==> config.mk <==
export PLATFORM = sky130hd
export DESIGN_NAME = adpll_gear_ctrl
export DESIGN_NICKNAME = d
export VERILOG_FILES = /design/src/rtl/adpll_gear_ctrl.sv
export SDC_FILE = /design/constraint.sdc
export NUM_CORES = 1
export LEC_CHECK = 0
export BUFFER_PORTS_ARGS = -buffer_cell sky130_fd_sc_hd__buf_2
export CORE_ASPECT_RATIO = 1.4
export CORE_UTILIZATION = 30
export DETAILED_ROUTE_END_ITERATION = 7
export PLACE_DENSITY = 0.48
export REMOVE_ABC_BUFFERS = 1
export SLEW_MARGIN = 20
export SYNTH_ARGS = -nofsm -noshare
export SYNTH_HDL_FRONTEND = slang
export SYNTH_SLANG_ARGS = --single-unit
==> constraint.sdc <==
create_clock -name fpga_clk_i -period 2.6 [get_ports fpga_clk_i]
set_clock_uncertainty 0.05 [all_clocks]
set_input_delay 0.13 -clock fpga_clk_i [delete_from_list [all_inputs] [get_ports fpga_clk_i]]
set_output_delay 0.13 -clock fpga_clk_i [all_outputs]
set_load 0.05 [all_outputs]
==> src/rtl/adpll_gear_ctrl.sv <==
// ADPLL acquisition/lock sequencer: gear-shifts loop-filter gains from wide to narrow as phase error settles.
// Optional loss-of-lock statistics counter enabled by defining ADPLL_GEAR_STATS_EN.
module adpll_gear_ctrl #(
    parameter int          ERR_W       = 8,
    parameter int          ACQ_THRESH  = 16,
    parameter int          LOCK_THRESH = 4,
    parameter int          LOCK_CNT    = 16,
    parameter int          LOL_CNT     = 4,
    parameter logic [3:0]  KP_WIDE     = 4'd2,
    parameter logic [3:0]  KI_WIDE     = 4'd4,
    parameter logic [3:0]  KP_NARROW   = 4'd4,
    parameter logic [3:0]  KI_NARROW   = 4'd7
) (
    input  logic             fpga_clk_i,
    input  logic             rst_ni,
    input  logic             enable_i,
    input  logic             ref_edge_i,
    input  logic [ERR_W-1:0] error_i,
    input  logic             dco_sat_i,
    output logic [3:0]       kp_shift_o,
    output logic [3:0]       ki_shift_o,
    output logic             int_clr_o,
    output logic [1:0]       state_o,
    output logic             locked_o,
    output logic [7:0]       lol_count_o
);

    typedef enum logic [1:0] {
        IDLE    = 2'b00,
        ACQUIRE = 2'b01,
        TRACK   = 2'b10,
        LOCKED  = 2'b11
    } state_e;

    localparam int RUN_W = $clog2(LOCK_CNT + 1);
    localparam int LOL_W = $clog2(LOL_CNT + 1);
    localparam logic [ERR_W-1:0] ACQ_T    = ERR_W'(ACQ_THRESH);
    localparam logic [ERR_W-1:0] LOCK_T   = ERR_W'(LOCK_THRESH);
    localparam logic [RUN_W-1:0] RUN_TGT  = RUN_W'(LOCK_CNT);
    localparam logic [LOL_W-1:0] LOL_TGT  = LOL_W'(LOL_CNT);

    // The most negative code has no positive twin, so it saturates to the largest positive value.
    function automatic logic [ERR_W-1:0] mag_f(input logic [ERR_W-1:0] e);
        logic [ERR_W-1:0] neg_v;
        neg_v = ~e + {{(ERR_W-1){1'b0}}, 1'b1};
        if (!e[ERR_W-1]) begin
            return e;
        end else if (e == {1'b1, {(ERR_W-1){1'b0}}}) begin
            return {1'b0, {(ERR_W-1){1'b1}}};
        end else begin
            return neg_v;
        end
    endfunction

    state_e           state_q, state_d;
    logic [RUN_W-1:0] run_cnt_q, run_cnt_d;
    logic [LOL_W-1:0] lol_cnt_q, lol_cnt_d;
    logic [3:0]       kp_q, kp_d, ki_q, ki_d;
    logic             int_clr_q, int_clr_d;
    logic             locked_q, locked_d;
    logic             clr_evt_s;
    logic [ERR_W-1:0] mag_s;
    logic             acq_ok_s, lock_ok_s;
    logic [RUN_W-1:0] run_inc_s;
    logic [LOL_W-1:0] lol_inc_s;

    assign mag_s     = mag_f(error_i);
    assign acq_ok_s  = (mag_s <= ACQ_T);
    assign lock_ok_s = (mag_s <= LOCK_T);
    assign run_inc_s = run_cnt_q + {{(RUN_W-1){1'b0}}, 1'b1};
    assign lol_inc_s = lol_cnt_q + {{(LOL_W-1){1'b0}}, 1'b1};

`ifdef ADPLL_GEAR_STATS_EN
    logic       lol_evt_s;
    logic [7:0] lol_count_q, lol_count_d;
`endif

    // State and output registers.
    always_ff @(posedge fpga_clk_i or negedge rst_ni) begin
        if (!rst_ni) begin
            state_q   <= IDLE;
            run_cnt_q <= '0;
            lol_cnt_q <= '0;
            kp_q      <= KP_WIDE;
            ki_q      <= KI_WIDE;
            int_clr_q <= 1'b0;
            locked_q  <= 1'b0;
        end else begin
            state_q   <= state_d;
            run_cnt_q <= run_cnt_d;
            lol_cnt_q <= lol_cnt_d;
            kp_q      <= kp_d;
            ki_q      <= ki_d;
            int_clr_q <= int_clr_d;
            locked_q  <= locked_d;
        end
    end

    // Next-state and counter logic; error is only evaluated on reference edges.
    always_comb begin
        state_d   = state_q;
        run_cnt_d = run_cnt_q;
        lol_cnt_d = lol_cnt_q;
        clr_evt_s = 1'b0;
`ifdef ADPLL_GEAR_STATS_EN
        lol_evt_s = 1'b0;
`endif
        if (!enable_i) begin
            state_d   = IDLE;
            run_cnt_d = '0;
            lol_cnt_d = '0;
        end else begin
            case (state_q)
                IDLE: begin
                    state_d   = ACQUIRE;
                    clr_evt_s = 1'b1;
                    run_cnt_d = '0;
                    lol_cnt_d = '0;
                end
                ACQUIRE: begin
                    if (!ref_edge_i) begin
                        run_cnt_d = run_cnt_q;
                    end else if (!acq_ok_s) begin
                        run_cnt_d = '0;
                    end else if (run_inc_s == RUN_TGT) begin
                        state_d   = TRACK;
                        run_cnt_d = '0;
                    end else begin
                        run_cnt_d = run_inc_s;
                    end
                end
                TRACK: begin
                    // A railed DCO outranks every threshold rule.
                    if (!ref_edge_i) begin
                        run_cnt_d = run_cnt_q;
                    end else if (dco_sat_i) begin
                        state_d   = ACQUIRE;
                        clr_evt_s = 1'b1;
                        run_cnt_d = '0;
                    end else if (!acq_ok_s) begin
                        state_d   = ACQUIRE;
                        run_cnt_d = '0;
                    end else if (!lock_ok_s) begin
                        run_cnt_d = '0;
                    end else if (run_inc_s == RUN_TGT) begin
                        state_d   = LOCKED;
                        run_cnt_d = '0;
                        lol_cnt_d = '0;
                    end else begin
                        run_cnt_d = run_inc_s;
                    end
                end
                LOCKED: begin
                    if (!ref_edge_i) begin
                        lol_cnt_d = lol_cnt_q;
                    end else if (dco_sat_i) begin
                        state_d   = ACQUIRE;
                        clr_evt_s = 1'b1;
                        lol_cnt_d = '0;
`ifdef ADPLL_GEAR_STATS_EN
                        lol_evt_s = 1'b1;
`endif
                    end else if (acq_ok_s) begin
                        lol_cnt_d = '0;
                    end else if (lol_inc_s == LOL_TGT) begin
                        state_d   = ACQUIRE;
                        clr_evt_s = 1'b1;
                        lol_cnt_d = '0;
`ifdef ADPLL_GEAR_STATS_EN
                        lol_evt_s = 1'b1;
`endif
                    end else begin
                        lol_cnt_d = lol_inc_s;
                    end
                end
                default: begin
                    state_d   = IDLE;
                    run_cnt_d = '0;
                    lol_cnt_d = '0;
                end
            endcase
        end
    end

    // Output values registered alongside the state they belong to.
    always_comb begin
        kp_d      = KP_WIDE;
        ki_d      = KI_WIDE;
        if ((state_d == TRACK) || (state_d == LOCKED)) begin
            kp_d = KP_NARROW;
            ki_d = KI_NARROW;
        end else begin
            kp_d = KP_WIDE;
            ki_d = KI_WIDE;
        end
        int_clr_d = clr_evt_s;
        locked_d  = (state_d == LOCKED);
    end

`ifdef ADPLL_GEAR_STATS_EN
    // Loss-of-lock event counter; survives disable, cleared only by reset.
    always_comb begin
        lol_count_d = lol_count_q;
        if (lol_evt_s && (lol_count_q != 8'hFF)) begin
            lol_count_d = lol_count_q + 8'd1;
        end else begin
            lol_count_d = lol_count_q;
        end
    end

    // Loss-of-lock statistics register.
    always_ff @(posedge fpga_clk_i or negedge rst_ni) begin
        if (!rst_ni) begin
            lol_count_q <= 8'd0;
        end else begin
            lol_count_q <= lol_count_d;
        end
    end

    assign lol_count_o = lol_count_q;
`else
    assign lol_count_o = 8'd0;
`endif

    assign state_o    = state_q;
    assign kp_shift_o = kp_q;
    assign ki_shift_o = ki_q;
    assign int_clr_o  = int_clr_q;
    assign locked_o   = locked_q;

endmodule

==> run summary, run 1 <==
Most used DFF post-synth -> dfrtp_1
Sw Pwr -> 0.000206 W
Wire per inst -> 12.7 µm
Yosys top cell area share -> 23.3%
Worst vdd ir -> 0.000269 V
Crit share post-route -> 90.0%
Endpoints failing setup -> 0
Ys async rst share -> 100%
Simple-gate share of the synthesized area -> 24.5%
Min-Delay Path Class -> input port to flop
Comb power frac -> 28.5%
Family with the most delay on the worst path -> compound AO/OA/AOI/OAI gates
DR DRC count -> 0
PortBufs -> 20
CP endpoint kind -> flop
PD cells -> 374 mW/mm²
Yosys top cell by area -> dfrtp_1
Area Growth Syn to Fin -> 16.7%
Flop pwr share -> 36.6%
Initial Utilization -> 31.0%
Sink Count -> 14
Chip Height -> 82.7 µm
CP Cell Sequence -> buf_2 > inv_1 > ha_1 > or3b_4 > nor3b_1 > o31ai_1 > a2111oi_4 > a21oi_1 > nor3_1 > buf_4 > a221o_1
Buf/Inv on CP -> 3
Largest net degree at the start of global routing -> 15
TritonCTS clock tree -> yes
Drt first pass iters -> 4
Worst-skew pair later-pin latency -> 250 ps
Initial antenna violation count -> 0
R2R depth -> 8
Final hold viol count -> 0
Max Freq -> 427 MHz
ANT nets after route -> 0
Syn_area_per_cell -> 8.25 µm²
Vias per cell -> 4.91
Clk root buf -> clkbuf_8
Post-layout util -> 36.2%
Total CTS buffers -> 3
Cells after synthesis -> 169
Switch share -> 33.8%
Total wire length -> 3.29 mm
Tmin final -> 2340 ps
CP arrival -> 2420 ps
Antenna Cells -> 0
Number of synthesized register bits -> 14
Crit-path max cell delay -> 410 ps
Die Span X -> 59.6 µm
Final Max Tran Viols -> 0
FF-to-FF setup slack -> 300 ps
H-Tree Level Count -> 1
Post-CTS Setup Bufs -> 0
Critical path launch point type -> input port
Post-Synth Adder-Cell Area -> 7.17%
Initial DRC count -> 45
CTS Buffer Depth -> 2
Req. time, crit path -> 2680 ps
Most common library cells after synthesis -> buf_4 (14), dfrtp_1 (13), nand2_1 (13)
Main combinational cell family by area after synthesis -> compound AO/OA/AOI/OAI gates
Number of synthesized flops with an enable pin -> 0
Worst r2r src -> lol_cnt_q[0]
Nets@finish -> 218
Leak Pwr -> 0.731 nW
Max Cap Viol -> 0
First-pass GRT wire length -> 5.42 mm
DIE AREA -> 0.00493 mm²
Area of the mapped netlist -> 0.00140 mm²
Post-synthesis compound-gate area fraction -> 28.0%
# rows -> 29
Worst reg2reg endpoint -> locked_o
Hold Crit Depth -> 2
Hold path endpoint -> state_o[0]
Reg clk slew, reported paths -> 60 ps
GRT Overall Usage -> 14.3%
Clock power share -> 34.9%
GRT overflow -> 0
CP max stage cell -> or3b_4
Gpl congestion -> 0.836
Mux cell area share after synthesis -> 1.52%
Xor-xnor portion of the synthesized cell area -> 0.628%
Synth cell types -> 52
Critical Setup Path Class -> input port to flop
Worst slack, placed -> -208 ps
Core area -> 0.00450 mm²
Final WS setup -> 260 ps
Top Ports -> 33
Dominant cells by area after synthesis -> dfrtp_1 (23%), buf_4 (7.5%), ha_1 (7.2%)
RSZ-0062 raised after global routing -> false
Pint -> 0.000403 W
Yosys warnings -> 0
HPWL Detailed -> 2.71 mm
Hold path start -> enable_i
Vias -> 1268
Crit path max fanout -> 4
Vias in the first global route -> 1247
Count leader, synth -> buf_4
Status -> finished clean
Sequential fraction of the synthesis area -> 25.2%
Share of cells above drive strength 1 -> 24.5%
WHS -> 155 ps
## worst max path at each step
| stage | startpoint | endpoint | slack (ps) | depth (start not counted) |
|---|---|---|---|---|
| after global placement | error_i[0] | lol_cnt_q[0] | -220 | 10 |
| after global routing | error_i[0] | lol_cnt_q[0] | 70 | 10 |
| final | error_i[1] | run_cnt_q[3] | 260 | 11 |
| after CTS | error_i[1] | lol_cnt_q[0] | 50 | 10 |
| after floorplan | error_i[0] | lol_cnt_q[0] | 210 | 9 |
| after detailed placement | error_i[1] | lol_cnt_q[0] | -210 | 10 |
## cells in the final DEF (no fill, tap or decap), types with 2 or more instances in the layout
master	n
a2111oi_4	2
a21o_1	3
a21oi_1	7
a22o_1	2
a31oi_2	2
and3_1	2
buf_2	20
buf_4	10
clkbuf_8	4
conb_1	12
dfrtp_1	13
ha_1	8
inv_1	12
nand2_1	13
nand2b_1	6
nand3_1	9
nor2_1	8
nor3_1	5
nor3b_1	3
nor4_1	3
o21ai_0	12
o21ai_1	3
o22ai_1	2
o31ai_1	2
o41ai_1	2
or2_2	3
or4_1	2
## kinds of logic after synthesis
group           count (synthesis)
mux                             2
xor+xnor                        1
other cells                     2
fa+ha+maj                       8
buf+inv                        30
simple gates                   62
flops                          14
compound gates                 50
## routing by layer
layer	track usage, %	wire, µm	part of all wire (%)	vias up
li1	-	-	-	650
met3	0.935	91	2.8	5
met1	16.8	1400	43	587
met5	0	0	0	-
met4	7.21	55	1.7	0
met2	25.7	1740	53	26
## power by group through the flow
stage	sequential (W)	clock (W)	combinational, W
6_report	0.000223	0.000213	0.000173
5_1_grt	0.000223	0.000227	0.000189
3_3_place_gp	0.000227	0	0.000169
3_5_place_dp	0.000226	0	0.000170
2_1_floorplan	0.000239	0	0.000102
4_1_cts	0.000223	0.000221	0.000172
## final cells by class
type	count	area, µm²
timing repair buffer	31	185
clock buffer	4	55.1
multi-input combinational	135	913
inverter	12	45.0
fill	504	2870
tap	62	77.6
sequential	14	352
## flip-flops by register name (all words and copies together), names as in the netlist
signal / count
ki_shift_o: 1
state_o: 2
lol_cnt_q: 3
locked_o: 1
int_clr_o: 1
kp_shift_o: 1
run_cnt_q: 5
## repair_timing
action	CTS	global route
resized for setup	0	2
endpoints found under the setup margin	0	7
hold buffers	1	0
endpoints found under the hold margin	13	0
## metrics by stage
stage                     total power, W  TNS, ps  area, µm²  std cells
after detailed placement        0.000397     -784       1560        253
after global routing            0.000640        0       1630        258
final                           0.000609        0       1630        258
after global placement          0.000396     -960       1560        253
after CTS                       0.000616        0       1620        258
after floorplan                 0.000341        0       1300        161
(Power assumes the default switching activity.)
==> run 2, diff against run 1 <==
--- a/config.mk
+++ b/config.mk
@@ -7,9 +7,10 @@
 export LEC_CHECK = 0
 export BUFFER_PORTS_ARGS = -buffer_cell sky130_fd_sc_hd__buf_2
 export CORE_ASPECT_RATIO = 1.4
+export CORE_MARGIN = 3
 export CORE_UTILIZATION = 30
 export DETAILED_ROUTE_END_ITERATION = 7
-export PLACE_DENSITY = 0.48
+export PLACE_DENSITY = 0.51
 export REMOVE_ABC_BUFFERS = 1
 export SLEW_MARGIN = 20
 export SYNTH_ARGS = -nofsm -noshare
==> run 2 against run 1 <==
Effect of this change: sequential power barely moved; critical endpoint is now run_cnt_q[4]; setup slack improved by 34 ps; sequential share of layout area rose by 0.34 points; critical path type unchanged; routed wire length fell by 3.3%; non-clock buffer count fell by 1; combinational power barely moved; core utilization rose by 0.72 points; count of clock-buffer cells in the layout did not move; flip-flop and latch count did not move; clock power fell by 11%; register-to-register slack improved by 70 ps; global-route usage fell by 2.2 points.
==> run summary, run 2 (synthesis gave the netlist of run 1 again) <==
Antenna Cells -> 0
Worst slack, placed -> -34.6 ps
GRT overflow -> 0
Status -> finished clean
Largest net degree at the start of global routing -> 15
Buf/Inv on CP -> 3
Crit path max fanout -> 4
CP arrival -> 2440 ps
# rows -> 28
Worst-skew pair later-pin latency -> 250 ps
Min-Delay Path Class -> input port to flop
CP endpoint kind -> flop
Fill count -> 482
Most frequent cells in the layout -> buf_2 (20), nand2_1 (13), dfrtp_1 (13)
Drt first pass iters -> 4
Final hold viol count -> 0
DR DRC count -> 0
Initial antenna violation count -> 0
Share of cells above drive strength 1 -> 23.1%
Chip Height -> 86.7 µm
Final TNS setup -> 0 ps
Vias -> 1267
Final Max Tran Viols -> 0
CTS Buffer Depth -> 2
Max Freq -> 434 MHz
Commonest non-fill, non-tap cell in the layout -> buf_2
Dpl cells -> 250
Worst reg2reg endpoint -> locked_o
Endpoints failing setup -> 0
Sink Count -> 14
CP startpoint -> error_i[0]
Wire per inst -> 12.5 µm
Vias per cell -> 4.97
GRT Overall Usage -> 12.1%
Register Area -> 352 µm²
Crit share post-route -> 88.7%
CP max stage cell -> or3b_4
Critical path launch point type -> input port
H-Tree Level Count -> 1
Critical Setup Path Class -> input port to flop
Leak Pwr -> 0.718 nW
DIE AREA -> 0.00552 mm²
Hold path endpoint -> state_o[0]
Crit-path max cell delay -> 410 ps
Top reg by flops -> run_cnt_q
Max Cap Viol -> 0
HPWL Detailed -> 2.55 mm
Worst vdd ir -> 0.000215 V
PortBufs -> 20
R2R depth -> 8
Worst r2r src -> lol_cnt_q[0]
First-pass GRT wire length -> 5.51 mm
Total wire length -> 3.18 mm
Area of the multi-input gates -> 908 µm²
RSZ-0062 raised after global routing -> false
Vias in the first global route -> 1241
Post-CTS Setup Bufs -> 0
TritonCTS clock tree -> yes
Total stage count of the critical path -> 11
Core area -> 0.00434 mm²
Family with the most delay on the worst path -> simple AND/OR/NAND/NOR gates
Req. time, crit path -> 2730 ps
Hold Crit Depth -> 2
WHS -> 160 ps
CP Cell Sequence -> buf_2 > inv_1 > ha_1 > or3b_4 > nor3_2 > o31ai_1 > buf_4 > a2111oi_4 > a21oi_1 > nor3_1 > a22o_1
Top Ports -> 33
Area Growth Syn to Fin -> 14.9%
Gpl congestion -> 0.803
Hold path start -> enable_i
Initial DRC count -> 69
FF-to-FF setup slack -> 370 ps
PD cells -> 364 mW/mm²
Non-filler cells, final -> 255
Post-layout util -> 36.9%
Total CTS buffers -> 3
Final WS setup -> 294 ps
Reg clk slew, reported paths -> 60 ps
Largest register FFs -> 5
ANT nets after route -> 0
Tmin final -> 2310 ps
Nets@finish -> 217
Initial Utilization -> 32.1%
Clk root buf -> clkbuf_8
Die Span X -> 63.6 µm
run 2: how the worst max path moves through the flow:
stage | to
floorplan | lol_cnt_q[0]
global placement | lol_cnt_q[0]
detailed placement | run_cnt_q[3]
CTS | run_cnt_q[3]
global route | run_cnt_q[4]
finish | run_cnt_q[4]
run 2: through the flow:
step           area [µm²]  power (W)
2_1_floorplan        1300   0.000341
3_3_place_gp         1550   0.000397
3_5_place_dp         1550   0.000395
4_1_cts              1600   0.000593
5_1_grt              1600   0.000617
6_report             1600   0.000583
run 2: metal layers:
metal / vias up / global-route usage (%) / routed length [µm]
met3: 8 / 1.69 / 137
met2: 32 / 21.0 / 1620
li1: 647 / - / -
met1: 580 / 14.8 / 1360
met4: 0 / 5.11 / 61
met5: - / 0 / 0
run 2: layout make-up:
cell class	instances	area share (%)
Inverter	12	2.81
Multi-Input combinational cell	135	56.7
Timing Repair Buffer	30	11.1
Sequential cell	14	21.9
Clock buffer	4	2.81
Tap cell	60	4.68
run 2: what timing repair did:
| action | 4_1_cts | 5_1_grt |
|---|---|---|
| resized for setup | 0 | 1 |
| endpoints found under the setup margin | 0 | 3 |
| hold buffers | 1 | 0 |
| endpoints found under the hold margin | 13 | 0 |
run 2: power breakdown:
group          total [W]  switching (W)  internal, W
sequential      0.000223     0.00000161     0.000221
combinational   0.000170       0.000122    0.0000481
clock           0.000190      0.0000818     0.000109
==> run 3, diff against run 2 <==
--- a/config.mk
+++ b/config.mk
@@ -10,6 +10,7 @@
 export CORE_MARGIN = 3
 export CORE_UTILIZATION = 30
 export DETAILED_ROUTE_END_ITERATION = 7
+export MAX_ROUTING_LAYER = met4
 export PLACE_DENSITY = 0.51
 export REMOVE_ABC_BUFFERS = 1
 export SLEW_MARGIN = 20
==> run 3 against run 2 <==
Effect of this change: sequential power is essentially flat; setup slack gained 2.6 ps; first-iteration DRC count decreased by 2.9%; critical path type unchanged; largest cell class unchanged; largest power group unchanged.
==> run summary, run 3 (synthesis gave the netlist of run 1 again) <==
Status -> finished clean
TritonCTS clock tree -> yes
Max Cap Viol -> 0
Worst-skew pair later-pin latency -> 250 ps
Worst slack, placed -> -34.6 ps
ANT nets after route -> 0
Total CTS buffers -> 3
Post-CTS Setup Bufs -> 0
HPWL Detailed -> 2.55 mm
Final TNS setup -> 0 ps
# rows -> 28
Commonest non-fill, non-tap cell in the layout -> buf_2
GRT overflow -> 0
CP arrival -> 2430 ps
PortBufs -> 20
Crit share post-route -> 88.6%
Area after DPL -> 0.00155 mm²
RSZ-0062 raised after global routing -> false
Largest net degree at the start of global routing -> 15
Max Freq -> 434 MHz
Total wire length -> 3.19 mm
Chip Height -> 86.7 µm
WHS -> 160 ps
Share of cells above drive strength 1 -> 23.1%
Final Max Tran Viols -> 0
Wire per inst -> 12.5 µm
Crit path max fanout -> 4
H-Tree Level Count -> 1
Fill count -> 482
Core area -> 0.00434 mm²
Gpl congestion -> 0.815
Buf/Inv on CP -> 3
Reg clk slew, reported paths -> 60 ps
Clk root buf -> clkbuf_8
DIE AREA -> 0.00552 mm²
Req. time, crit path -> 2730 ps
Final WS setup -> 296 ps
Min-Delay Path Class -> input port to flop
Nets@finish -> 217
Sink Count -> 14
GRT Overall Usage -> 12.4%
CP Cell Sequence -> buf_2 > inv_1 > ha_1 > or3b_4 > nor3_2 > o31ai_1 > buf_4 > a2111oi_4 > a21oi_1 > nor3_1 > a22o_1
Top Ports -> 33
PD cells -> 364 mW/mm²
Vias -> 1286
Final instance area -> 0.00160 mm²
Top reg by flops -> run_cnt_q
Critical Setup Path Class -> input port to flop
DR DRC count -> 0
Critical path launch point type -> input port
Antenna Cells -> 0
CP endpoint kind -> flop
Family with the most delay on the worst path -> simple AND/OR/NAND/NOR gates
Final hold viol count -> 0
Tmin final -> 2300 ps
Vias in the first global route -> 1238
CTS Buffer Depth -> 2
Worst vdd ir -> 0.000215 V
Vias per cell -> 5.04
Initial antenna violation count -> 0
CP max stage cell -> or3b_4
Crit-path max cell delay -> 410 ps
Die Span X -> 63.6 µm
Non-filler cells, final -> 255
Endpoints failing setup -> 0
Initial DRC count -> 67
Leak Pwr -> 0.718 nW
First-pass GRT wire length -> 5.51 mm
Dpl cells -> 250
Drt first pass iters -> 4
Most frequent cells in the layout -> buf_2 (20), nand2_1 (13), dfrtp_1 (13)
Largest register FFs -> 5
Area Growth Syn to Fin -> 14.9%
Initial Utilization -> 32.1%
==> run 3: cell counts in the layout (fill, tap and decap cells not counted) <==
No cell type changed its count.
==> run 3: repair_timing <==
action,4_1_cts,5_1_grt
hold buffers,1,0
endpoints found under the hold margin,13,0
setup endpoints to repair,0,3
resized for setup,0,1
==> run 3: area by class of cell <==
| cell class | instances | area, µm² | share of cell area, % |
|---|---|---|---|
| sequential | 14 | 352 | 21.9 |
| timing repair buffer | 30 | 178 | 11.1 |
| multi-input combinational | 135 | 908 | 56.7 |
| clock buffer | 4 | 45.0 | 2.81 |
| tap | 60 | 75.1 | 4.68 |
| inverter | 12 | 45.0 | 2.81 |
==> run 3: where the power goes <==
part	internal [W]	switching, W	leakage [nW]	total, W
clock	0.000109	0.0000819	0.0228	0.000190
sequential	0.000221	0.00000161	0.189	0.000223
combinational	0.0000481	0.000123	0.506	0.000171
==> run 3: stage by stage <==
step	utilization [%]	total power (W)
global route	36.9	0.000617
CTS	36.9	0.000593
global placement	35.6	0.000397
floorplan	-	0.000341
detailed placement	35.6	0.000395
finish	36.9	0.000584
==> run 3: layer usage <==
| layer | up-vias | GRT usage [%] | part of all wire, % | wire, µm |
|---|---|---|---|---|
| li1 | 648 | - | - | - |
| met1 | 596 | 14.8 | 43 | 1380 |
| met2 | 34 | 21.0 | 50 | 1600 |
| met3 | 8 | 1.69 | 4.7 | 150 |
| met4 | 0 | 5.11 | 1.9 | 61 |
| met5 | - | - | 0 | 0 |
==> run 3: path summary, 6_finish.rpt <==
kind,cells after the start,startpoint,slack (ps),end
setup / recovery,11,error_i[0],300,run_cnt_q[4]
min in group asynchronous,2,rst_ni,260,run_cnt_q[2]
setup reg to reg,8,lol_cnt_q[0],360,locked_o
hold reg to reg,2,lol_cnt_q[2],450,lol_cnt_q[2]
hold / removal,2,enable_i,160,state_o[0]
max in group asynchronous,2,rst_ni,1950,kp_shift_o[1]
